## src/rtl/puf_pkg.sv

```systemverilog
// Shared constants and helpers for the arbiter PUF: widths, LFSR polynomial,
// per-chain seed derivation and the active-low 7-segment table.
package puf_pkg;
    localparam int N_STAGES = 64;
    localparam int N_CHAINS = 8;
    localparam int ACC_W    = 13;
    localparam int W_W      = 6;

    localparam logic [15:0] LFSR_POLY     = 16'hB400;
    localparam logic [15:0] SEED_STRIDE   = 16'h1111;
    localparam logic [15:0] SEED_FALLBACK = 16'hACE1;

    // Active-low {g,f,e,d,c,b,a}; entry 15 is the leftmost element
    localparam logic [15:0][6:0] SEG7_TAB = {
        7'h0E, 7'h06, 7'h21, 7'h46, 7'h03, 7'h08, 7'h10, 7'h00,
        7'h78, 7'h02, 7'h12, 7'h19, 7'h30, 7'h24, 7'h79, 7'h40
    };

    typedef enum logic [1:0] {
        S_IDLE = 2'd0,
        S_RUN  = 2'd1,
        S_DONE = 2'd2
    } state_t;

    // A zero LFSR state would lock up, so it falls back to the fixed seed
    function automatic logic [15:0] chain_seed(input logic [15:0] seed, input int unsigned k);
        logic [31:0] m;
        logic [15:0] s;
        m = 32'(k) * 32'(SEED_STRIDE);
        s = seed ^ m[15:0];
        return (s == 16'h0000) ? SEED_FALLBACK : s;
    endfunction

    function automatic logic [15:0] lfsr_step(input logic [15:0] v);
        return {1'b0, v[15:1]} ^ (v[0] ? LFSR_POLY : 16'h0000);
    endfunction
endpackage

```

## src/rtl/seg7_decoder.sv

```systemverilog
// Hex nibble to active-low 7-segment pattern, purely combinational.
module seg7_decoder
    import puf_pkg::*;
(
    input  logic [3:0] i_val,
    output logic [6:0] o_seg
);
    assign o_seg = SEG7_TAB[i_val];
endmodule

```

## src/rtl/arbiter_puf.sv

```systemverilog
// Arbiter PUF model: N_CHAINS switch chains walk a captured challenge one
// stage per clock, then each chain's path-delay difference sign becomes a response bit.
module arbiter_puf
    import puf_pkg::*;
#(
    parameter int          N_STAGES = puf_pkg::N_STAGES,
    parameter int          N_CHAINS = puf_pkg::N_CHAINS,
    parameter logic [15:0] SEED     = 16'hACE1
) (
    input  logic                CLOCK_50,
    input  logic                rst,
    input  logic                signal,
    input  logic [N_STAGES-1:0] challenge,
    output logic [N_CHAINS-1:0] response,
    output logic                valid,
    output logic                busy,
    output logic [6:0]          HEX0,
    output logic [6:0]          HEX1,
    output logic [6:0]          HEX2,
    output logic [6:0]          HEX3,
    output logic [6:0]          HEX4,
    output logic [6:0]          HEX5,
    output logic [6:0]          HEX6,
    output logic [6:0]          HEX7
);
    localparam int SW = $clog2(N_STAGES);

    state_t                r_state;
    state_t                w_next;
    logic [SW-1:0]         r_stage;
    logic [N_STAGES-1:0]   r_c_q;
    logic [N_CHAINS-1:0]   r_resp;
    logic                  r_valid;
    logic [N_CHAINS-1:0]   w_pos;
    logic                  w_start;
    logic                  w_last;
    logic                  w_cross;

    assign w_start = (r_state == S_IDLE) && signal;
    assign w_last  = (r_stage == SW'(N_STAGES - 1));
    assign w_cross = r_c_q[r_stage];

    always_ff @(posedge CLOCK_50) begin
        if (rst) r_state <= S_IDLE;
        else     r_state <= w_next;
    end

    always_comb begin
        w_next = r_state;
        case (r_state)
            S_IDLE:  if (signal) w_next = S_RUN;
            S_RUN:   if (w_last) w_next = S_DONE;
            S_DONE:  w_next = S_IDLE;
            default: w_next = S_IDLE;
        endcase
    end

    always_ff @(posedge CLOCK_50) begin
        if (rst) begin
            r_stage <= '0;
            r_c_q   <= '0;
            r_resp  <= '0;
            r_valid <= 1'b0;
        end else begin
            r_valid <= 1'b0;
            if (w_start) begin
                r_c_q   <= challenge;
                r_stage <= '0;
            end else if (r_state == S_RUN) begin
                r_stage <= r_stage + 1'b1;
            end
            if (r_state == S_DONE) begin
                r_resp  <= w_pos;
                r_valid <= 1'b1;
            end
        end
    end

    // One accumulator + mismatch LFSR per chain; a crossing stage swaps the
    // two racing paths, which negates the running delay difference.
    for (genvar k = 0; k < N_CHAINS; k++) begin : g_chain
        logic signed [ACC_W-1:0] r_acc;
        logic        [15:0]      r_lfsr;
        logic signed [ACC_W-1:0] w_w;
        logic signed [ACC_W-1:0] w_sw;

        assign w_w  = {{(ACC_W-W_W){r_lfsr[W_W-1]}}, r_lfsr[W_W-1:0]};
        assign w_sw = w_cross ? -r_acc : r_acc;

        always_ff @(posedge CLOCK_50) begin
            if (rst) begin
                r_acc  <= '0;
                r_lfsr <= '0;
            end else if (w_start) begin
                r_acc  <= '0;
                r_lfsr <= chain_seed(SEED, k);
            end else if (r_state == S_RUN) begin
                r_acc  <= w_sw + w_w;
                r_lfsr <= lfsr_step(r_lfsr);
            end
        end

        assign w_pos[k] = (r_acc > 0);
    end

    logic [7:0][6:0] w_hex;
    for (genvar k = 0; k < 8; k++) begin : g_hex
        seg7_decoder u_seg (
            .i_val ({3'b000, r_resp[k]}),
            .o_seg (w_hex[k])
        );
    end

    assign response = r_resp;
    assign valid    = r_valid;
    assign busy     = (r_state == S_RUN);
    assign HEX0     = w_hex[0];
    assign HEX1     = w_hex[1];
    assign HEX2     = w_hex[2];
    assign HEX3     = w_hex[3];
    assign HEX4     = w_hex[4];
    assign HEX5     = w_hex[5];
    assign HEX6     = w_hex[6];
    assign HEX7     = w_hex[7];
endmodule

```

## config.mk

```make
export PLATFORM = sky130hd
export DESIGN_NAME = arbiter_puf
export DESIGN_NICKNAME = d
export VERILOG_FILES = /design/src/rtl/puf_pkg.sv /design/src/rtl/seg7_decoder.sv /design/src/rtl/arbiter_puf.sv
export SDC_FILE = /design/constraint.sdc
export NUM_CORES = 1
export LEC_CHECK = 0
export BUFFER_PORTS_ARGS = -buffer_cell sky130_fd_sc_hd__buf_4
export CORE_ASPECT_RATIO = 0.9
export CORE_UTILIZATION = 30
export CTS_BUF_LIST = sky130_fd_sc_hd__clkbuf_16
export DETAILED_ROUTE_END_ITERATION = 12
export GPL_TIMING_DRIVEN = 0
export PLACE_DENSITY = 0.42
export SLEW_MARGIN = 20
export SYNTH_ARGS = -nofsm -noshare
export SYNTH_HDL_FRONTEND = slang
export SYNTH_SLANG_ARGS = --single-unit
```

## constraint.sdc

```tcl
create_clock -name CLOCK_50 -period 10.5 [get_ports CLOCK_50]
set_input_delay 1.575 -clock CLOCK_50 [delete_from_list [all_inputs] [get_ports CLOCK_50]]
set_output_delay 1.575 -clock CLOCK_50 [all_outputs]
set_load 0.1 [all_outputs]
```

==> results of run 1 <==
## logic make-up (layout without fill, tap and decap cells)
family          count (synthesis)  in the layout  share of synthesized area, %
mux                            38             38                         2.917
fa+ha+maj                     114            114                         8.134
xor+xnor                      150            150                         7.792
flops                         313            313                         34.29
other cells                     2             24                       0.04110
compound gates                594            594                         19.32
buf+inv                       252            430                         6.491
simple gates                  886            886                         21.01
## worst min path at each step
stage | startpoint | to | depth (start not counted)
floorplan | g_chain[0].r_lfsr[10] | g_chain[0].r_lfsr[9] | 2
global placement | g_chain[5].r_lfsr[7] | g_chain[5].r_lfsr[6] | 2
detailed placement | g_chain[3].r_lfsr[15] | g_chain[3].r_lfsr[14] | 2
CTS | g_chain[5].r_lfsr[8] | g_chain[5].r_lfsr[7] | 2
global route | r_c_q[54] | r_c_q[54] | 2
finish | g_chain[0].r_lfsr[10] | g_chain[0].r_lfsr[9] | 2
## synth_stat cells, types with 8 or more instances
library cell  instances  area, µm²
nand2_1             522       1959
dfxtp_1             313       6266
a21oi_1             260       1301
nor2_1              128      480.5
xnor2_1             114      998.5
clkbuf_1            112      420.4
ha_1                106       1326
o21ai_0             102      510.5
a31oi_1              75      469.2
nor3_1               61      305.3
buf_4                58      435.4
inv_1                56      210.2
nand3_1              39      195.2
o31ai_1              30      225.2
nand2b_1             28      175.2
xor2_1               28      245.2
o21a_1               25      187.7
mux2i_1              24      240.2
a211oi_1             23      172.7
a21o_1               16      120.1
and2_1               15      93.84
buf_1                13      48.80
nand3b_1             13      97.59
or3_1                13      81.33
buf_2                12      60.06
mux4_2               12      270.3
nor2b_1              11      68.82
nor4_1               11      68.82
o21bai_1             11      82.58
or4_1                11      82.58
a32oi_1               9      78.83
nand4_1               9      56.30
or2_2                 9      56.30
fa_1                  8      160.2
xnor3_1               8      180.2
## stage by stage
step	hold slack (ns)	instance area, µm²
2_1_floorplan	0.4287	18360
3_3_place_gp	0.4377	20150
3_5_place_dp	0.4437	20150
4_1_cts	0.4442	21360
5_1_grt	0.4715	21370
6_report	0.4454	21370
## worst max-delay path: cells and delay by family, from the launching register on
kind	cells	cell delay (ns)
buf+inv	3	1.06
compound gates	8	2.95
fa+ha+maj	1	0.30
mux	3	0.81
simple gates	2	0.31
flops	1	0.40
## power by group
part / internal [µW] / total (µW) / switching (µW) / leakage (µW)
Clock: 721 / 1290 / 571 / 0.000622
Sequential: 1250 / 1300 / 50.6 / 0.00256
Combinational: 178 / 546 / 367 / 0.00524
Total: 2150 / 3140 / 989 / 0.00842
## metal layers
layer	routed length, µm	up-vias	track usage [%]
li1	-	8420	-
met1	31400	8016	29.82
met2	28490	408	32.25
met3	3118	90	2.740
met4	1585	0	6.218
met5	0	-	0
## registers in the layout (all words and copies together) (netlist names)
register        count
g_chain.r_acc     104
g_chain.r_lfsr    128
r_state             2
r_stage             6
r_c_q              64
valid               1
response            8
## final cells by class
cell class	instances	area share (%)
tap	783	4.584
inverter	56	0.9835
clock buffer	40	4.683
buffer	196	4.572
sequential	313	29.32
timing repair buffer	109	3.846
clock inverter	29	0.9952
multi-input combinational	1806	51.02
==> metrics.yaml, run 1 <==
cts_setup_buffers: 0
fmax_ghz: 0.1669
yosysWarnings: 0
numClockSinks: 313
synth_flop_cell: "dfxtp_1"
r2r_start: "r_stage[1]"
drv_cap: 0
cp_slowest_cell: "o31ai_4"
drive_gt1_share_pct: 10.40
vdd_ir_drop_max_v: 0.00009910
path_max_fanout: 10
dp.cells: 3262
cts_tree: "yes"
layout.cells.non_filler: 3332
gp_congestion: 0.8818
wirelength_um: 64600
regToRegEndpoint: "g_chain[7].r_acc[11]"
hold_viol: 0
num_vias: 16930
finalCriticalPeriod_ns: 5.991
dieArea_um2: 61910
final_cell_mix: "nand2_1, dfxtp_1, a21oi_1"
cpPeakStageDelay_ns: 0.85
core_um2: 59980
setup_viol: 0
final.setup_skew_ns: 0.02757
areaGrowthSynthToFinish_pct: 16.96
synth_area_um2: 18270
dr.pass1.iters: 5
layout.nets: 2703
seq_area_um2: 6266
reg2regPathDepth: 17
grt_pass1_wl_um: 97900
grt-ovfl-total: 0
avgViaCountPerCell: 5.082
clkLatencyLatePin_ns: 0.59
cp.arrival_ns: 6.46
nFillCells: 6324
outcome: "completed"
final_common_cell: "nand2_1"
cts_max_path_buffers: 3
final_antenna_net_count: 0
postCtsHoldBufs: 0
drc_errors: 0
async_flop_share_pct: 0
finalMaxSlewViolations: 0
syn_inst: 2349
die_w_um: 262.2
critPathLaunchType: "register"
multi_input_area_um2: 10900
grt_usage_pct: 20.84
htree_levels: 2
pre_cts_ws_ns: 4.383
hp-class: "reg2reg"
portBuffers: 108
worstSetupStartpoint: "r_stage[1]"
synth.distinct_cells: 58
rsz0062_at_grt: "no"
cp-end-kind: "register"
grt_max_degree: 13
clk_pin_slew_ns: 0.06
synth_edf_count: 0
grt_pass1_vias: 16130
root_buffer: "clkbuf_16"
numCtsBuffers: 40
worstSetupPathType: "reg2reg"
slew_headroom_pct: 21.99
r2r_setup_slack_ns: 4.51
wl_per_cell_um: 19.39
layout_setup_ws_ns: 4.509
final_util_pct: 35.63
antenna_found_initial: 0
crit_path_end: "g_chain[7].r_acc[11]"
worstPathCellList: "buf_4 -> buf_2 -> mux4_2 -> mux2i_1 -> o2bb2ai_1 -> o31ai_4 -> nand2_2 -> clkbuf_1 -> o21ai_0 -> ha_1 -> a21o_1 -> a21oi_1 -> o21ai_0 -> a31o_2 -> a2111oi_0 -> mux2i_1 -> nand2_1"
power_density_nw_per_um2: 146.8
cts_resized: 0
worst_pin_slew_ns: 1.166
die_h_um: 236.1
final.setup.tns_ns: 0
start_util_pct: 30.47
antenna_cells: 0
leakage_uw: 0.008420
cp.required_ns: 10.97
syn_avg_cell_area_um2: 7.779
period_share_pct: 57.06
post-dp-hpwl_um: 46720
ys_seq_area_share_pct: 34.29
io_pins: 133
synth-seq-cells: 313
finalPower_uw: 3137
fp-row-count: 85
initialDrtViolationCount: 1194
Power figures use the tool's default switching activity.
==> inputs of run 2 (changes only) <==
Settings changed: ABC_AREA set to 1, PLACE_DENSITY 0.42 to 0.44.
Clock period 10.5 ns to 5.2 ns, I/O delays scaled along.
==> run 2 against run 1 <==
Effect of this change:
- global-route usage down 0.25 points
- worst setup slack worse by 3.6 ns
- flip-flop and latch count unchanged
- utilization fell by 0.33 points
- critical endpoint is now g_chain[4].r_acc[12]
- first-iteration DRC count decreased by 1.5%
- clock power is 100% higher
- critical path type unchanged
- die area rose by 6.9%
==> metrics.yaml, run 2 <==
fp-row-count: 88
htree_levels: 2
yosysWarnings: 0
final_cell_mix: "nand2_1, inv_1, dfxtp_1"
synth_edf_count: 0
hold_viol: 0
synthTopCellsByArea: "dfxtp_1, nand2_1, inv_1, ha_1, a21oi_1"
final.setup.tns_ns: 0
leakage_uw: 0.01136
p_int_uw: 4715
p_clk_share_pct: 34.9
fmax_ghz: 0.2341
dp.cells: 3881
final_antenna_net_count: 0
start_util_pct: 30.40
root_buffer: "clkbuf_16"
layout.cells.non_filler: 3952
p_switching_uw: 2783
ys_seq_area_share_pct: 32.06
syn_avg_cell_area_um2: 6.747
clk_pin_slew_ns: 0.06
slew_headroom_pct: 21.74
io_pins: 133
areaGrowthSynthToFinish_pct: 16.14
drc_errors: 0
grt_pass1_vias: 18400
async_flop_share_pct: 0
comb_power_share_pct: 28.8
vdd_ir_drop_max_v: 0.0001827
largest_reg_flops: 128
die_w_um: 271.1
grt-ovfl-total: 0
final_common_cell: "nand2_1"
period_share_pct: 82.15
wirelength_um: 68830
syn_inst: 2897
synth.distinct_cells: 37
synth.most_common_cell: "nand2_1"
netlist.area_leader.share_pct: 32.06
drive_gt1_share_pct: 8.815
cts_setup_buffers: 0
avgViaCountPerCell: 4.804
dieArea_um2: 66180
antenna_cells: 0
power_density_nw_per_um2: 330.3
cp.arrival_ns: 4.74
synthTopCellsByCount: "nand2_1, inv_1, dfxtp_1"
finalCriticalPeriod_ns: 4.272
antenna_found_initial: 3
cp.required_ns: 5.67
final.setup_skew_ns: 0.02284
cts_tree: "yes"
clkLatencyLatePin_ns: 0.58
regMostFlops: "g_chain.r_lfsr"
post-dp-hpwl_um: 51010
drv_cap: 0
swShare_pct: 37.12
cts_resized: 0
grt_max_degree: 12
hold_ws_ns: 0.4497
setup_viol: 0
top_regs: "g_chain.r_lfsr x128, g_chain.r_acc x104, r_c_q x64"
postCtsHoldBufs: 0
seq_power_share_pct: 36.3
path_max_fanout: 10
wl_per_cell_um: 17.42
numCtsBuffers: 40
worst_pin_slew_ns: 1.174
core_um2: 64300
rsz0062_at_grt: "no"
finalMaxSlewViolations: 0
synth_area_um2: 19540
hp-class: "reg2reg"
dr.pass1.iters: 5
cp-end-kind: "register"
synth_flop_cell: "dfxtp_1"
portBuffers: 107
synth-seq-cells: 313
num_vias: 18990
grt_usage_pct: 20.59
cts_max_path_buffers: 3
layout.nets: 3249
worstSetupPathType: "reg2reg"
critPathLaunchType: "register"
die_h_um: 244.1
yosysTopAreaCell: "dfxtp_1"
grt_pass1_wl_um: 105400
gp_congestion: 0.8532
outcome: "completed"
numClockSinks: 313
initialDrtViolationCount: 1176
## run 2: cell type report
class	instances	area (µm²)
flip-flops and latches	313	6266
multi-input cells	1908	10490
well taps	855	1070
clock inverters	31	191.4
clock buffers	40	1001
repair buffers	107	803.3
plain buffers	185	955.9
fillers	6979	41600
inverters	513	1926
## run 2: final timing paths
kind                              from  depth (start not counted)                    to  slack, ns
setup reg to reg            r_stage[1]                         22  g_chain[4].r_acc[12]       0.93
setup / recovery            r_stage[1]                         22  g_chain[4].r_acc[12]       0.93
hold reg to reg   g_chain[2].r_lfsr[6]                          2  g_chain[2].r_lfsr[5]       0.45
hold / removal    g_chain[2].r_lfsr[6]                          2  g_chain[2].r_lfsr[5]       0.45
## run 2: power groups by stage
stage,Sequential [µW],Combinational [µW],Clock (µW)
after global placement,2770,2120,0
after global routing,2750,2420,2780
after floorplan,2730,1520,0
final,2720,2160,2620
after CTS,2720,2150,2680
after detailed placement,2770,2140,0
## run 2: critical path: stages (launching register included)
cell	delay, ns
dfxtp_1	0.32
inv_1	0.23
buf_2	0.35
nand3_1	0.19
a21oi_1	0.21
nor2_1	0.07
nand2_1	0.10
nand3_2	0.10
nand2_4	0.13
buf_4	0.25
buf_4	0.27
nand2_1	0.07
o21ai_1	0.11
inv_1	0.08
fa_1	0.44
o211ai_1	0.41
nand3_1	0.12
nand3_1	0.27
inv_1	0.09
nand3_1	0.10
nand3_1	0.08
nand2_1	0.11
inv_1	0.04
## run 2: cells by family after synthesis
| kind of cell | share of synthesized area [%] |
|---|---|
| XOR/XNOR | 6.901 |
| adder cells (fa/ha/maj) | 7.605 |
| flip-flops | 32.06 |
| other | 0.03842 |
| AND/OR/NAND/NOR | 21.25 |
| buffers and inverters | 14.72 |
| AO/OA/AOI/OAI | 17.43 |
## run 2: metal layers
metal	global-route usage [%]	share of wire, %	up-vias
li1	-	-	9558
met1	29.04	50	8983
met2	33.08	44	361
met3	2.681	4.1	85
met4	4.686	2.0	0
met5	0	0	-
## run 2: metrics by stage
step | util [%] | total power [µW] | worst slack, ns | instance area [µm²]
after floorplan | - | 4247 | 2.050 | 19630
final | 35.30 | 7498 | 0.9282 | 22700
after CTS | 35.30 | 7559 | 0.9555 | 22700
after detailed placement | 33.45 | 4918 | 0.9911 | 21510
after global placement | 33.44 | 4890 | 0.9960 | 21500
after global routing | 35.30 | 7946 | 0.5569 | 22700
==> inputs of run 3 (changes only) <==
Settings changed: PLACE_DENSITY 0.44 to 0.42.
Clock period 5.2 ns to 4.08 ns, I/O delays scaled along.
==> run 3 against run 2 <==
Effect of this change:
- highest routed layer unchanged
- final cell count barely moved
- largest power group unchanged
- utilization rose by 0.48 points
- largest cell class unchanged
- via count rose by 0.71%
- clock-buffer cell count rose by 1
==> metrics.yaml, run 3 (same netlist as run 2, synthesis figures left out) <==
outcome: "completed"
drv_cap: 0
numCtsBuffers: 40
final.setup_skew_ns: 0.02105
crit_top_cell: "nand2_1"
areaGrowthSynthToFinish_pct: 17.72
final_antenna_net_count: 0
vdd_ir_drop_max_v: 0.0002369
avgViaCountPerCell: 4.835
top_regs: "g_chain.r_lfsr x128, g_chain.r_acc x104, r_c_q x64"
numClockSinks: 313
dieArea_um2: 66180
cp_slowest_cell: "a31oi_1"
worst_pin_slew_ns: 1.178
cp.required_ns: 4.53
die_w_um: 271.1
core_um2: 64300
final_util_pct: 35.78
dr.pass1.iters: 5
drive_gt1_share_pct: 9.842
worstSetupPathType: "reg2reg"
regMostFlops: "g_chain.r_lfsr"
clkLatencyLatePin_ns: 0.57
power_density_nw_per_um2: 424.0
num_vias: 19120
portBuffers: 107
critPathLaunchType: "register"
cpPeakStageDelay_ns: 0.37
antenna_found_initial: 1
wirelength_um: 71450
period_share_pct: 94.31
cp-end-kind: "register"
die_h_um: 244.1
root_buffer: "clkbuf_16"
io_pins: 133
cp.arrival_ns: 4.30
grt_pass1_wl_um: 106800
nFillCells: 6993
multi_input_area_um2: 10620
htree_levels: 2
setup_viol: 0
hold_viol: 0
layout.nets: 3257
grt-ovfl-total: 0
start_util_pct: 30.40
cts_tree: "yes"
grt_max_degree: 20
seq_area_um2: 6266
slew_headroom_pct: 21.44
grt_pass1_vias: 18380
leakage_uw: 0.01143
path_max_fanout: 10
hold_ws_ns: 0.3203
clk_pin_slew_ns: 0.06
hp-class: "in2reg"
cts_max_path_buffers: 3
post-dp-hpwl_um: 52530
initialDrtViolationCount: 1165
final_common_cell: "nand2_1"
largest_reg_flops: 128
finalCriticalPeriod_ns: 3.848
final_cell_mix: "nand2_1, inv_1, dfxtp_1"
rsz0062_at_grt: "yes"
fp-row-count: 88
wl_per_cell_um: 18.07
fmax_ghz: 0.2599
gp_congestion: 0.8516
drc_errors: 0
grt_usage_pct: 21.03
finalMaxSlewViolations: 0
==> run 3: changes by cell type in the layout (fill, tap and decap cells not counted), sizes merged <==
cell,previous run,this run
buf,193,199
clkinv,19,13
inv,523,520
bufinv,1,3
clkbuf,139,141
diode,0,1
nand2,532,533
==> run 3: final timing paths <==
path | from | end | slack, ns | cells after the start
worst min-delay path | challenge[50] | r_c_q[50] | 0.32 | 3
worst max-delay path | r_stage[0] | g_chain[2].r_acc[10] | 0.23 | 25
worst max register to register | r_stage[0] | g_chain[2].r_acc[10] | 0.23 | 25
worst min register to register | r_c_q[57] | r_c_q[57] | 0.45 | 2
==> run 3: final cells by class <==
| class | count | area share, % |
|---|---|---|
| flip-flops and latches | 313 | 27.23 |
| diodes | 1 | 0.01088 |
| repair buffers | 115 | 3.801 |
| clock buffers | 41 | 4.459 |
| multi-input cells | 1909 | 46.17 |
| clock inverters | 24 | 0.8375 |
| inverters | 513 | 8.380 |
| well taps | 855 | 4.650 |
| plain buffers | 184 | 4.459 |
==> run 3: repair_timing <==
item,CTS,global route
endpoints found under the setup margin,16,36
hold buffers,0,0
resized for setup,9,52
buffers inserted,3,3
pin swaps,1,5
cloned,0,1
hold endpoints to repair,0,0
==> run 3: where the power goes <==
group          internal [µW]  leakage (µW)  switching, µW
clock network           2000      0.000620           1460
logic                    897       0.00825           1920
registers               3300       0.00257            183
total                   6190        0.0114           3570
==> run 3: worst max-delay path, delay by kind of cell, from the launching register on <==
family          cells  cell delay [ns]
compound gates      5             1.03
xor+xnor            1             0.17
fa+ha+maj           1             0.34
buf+inv             7             0.79
flops               1             0.34
simple gates       11             1.03
==> run 3: metal layers <==
layer,up-vias,global-route usage (%),routed length (µm)
met1,9101,29.15,34430
met5,-,0,0
met4,0,5.766,1585
met2,376,34.06,32070
met3,86,2.651,3365
li1,9559,-,-
==> run 3: through the flow <==
step	setup TNS, ns	area (µm²)	std cells	setup slack (ns)	power (µW)
floorplan	0	19630	2919	0.9304	5412
global placement	-0.9528	21500	3881	-0.2391	6269
detailed placement	-1.008	21530	3883	-0.2065	6305
CTS	0	22800	3950	0.007450	9814
global route	-0.2993	23010	3954	-0.06967	10310
finish	0	23010	3955	0.2322	9757
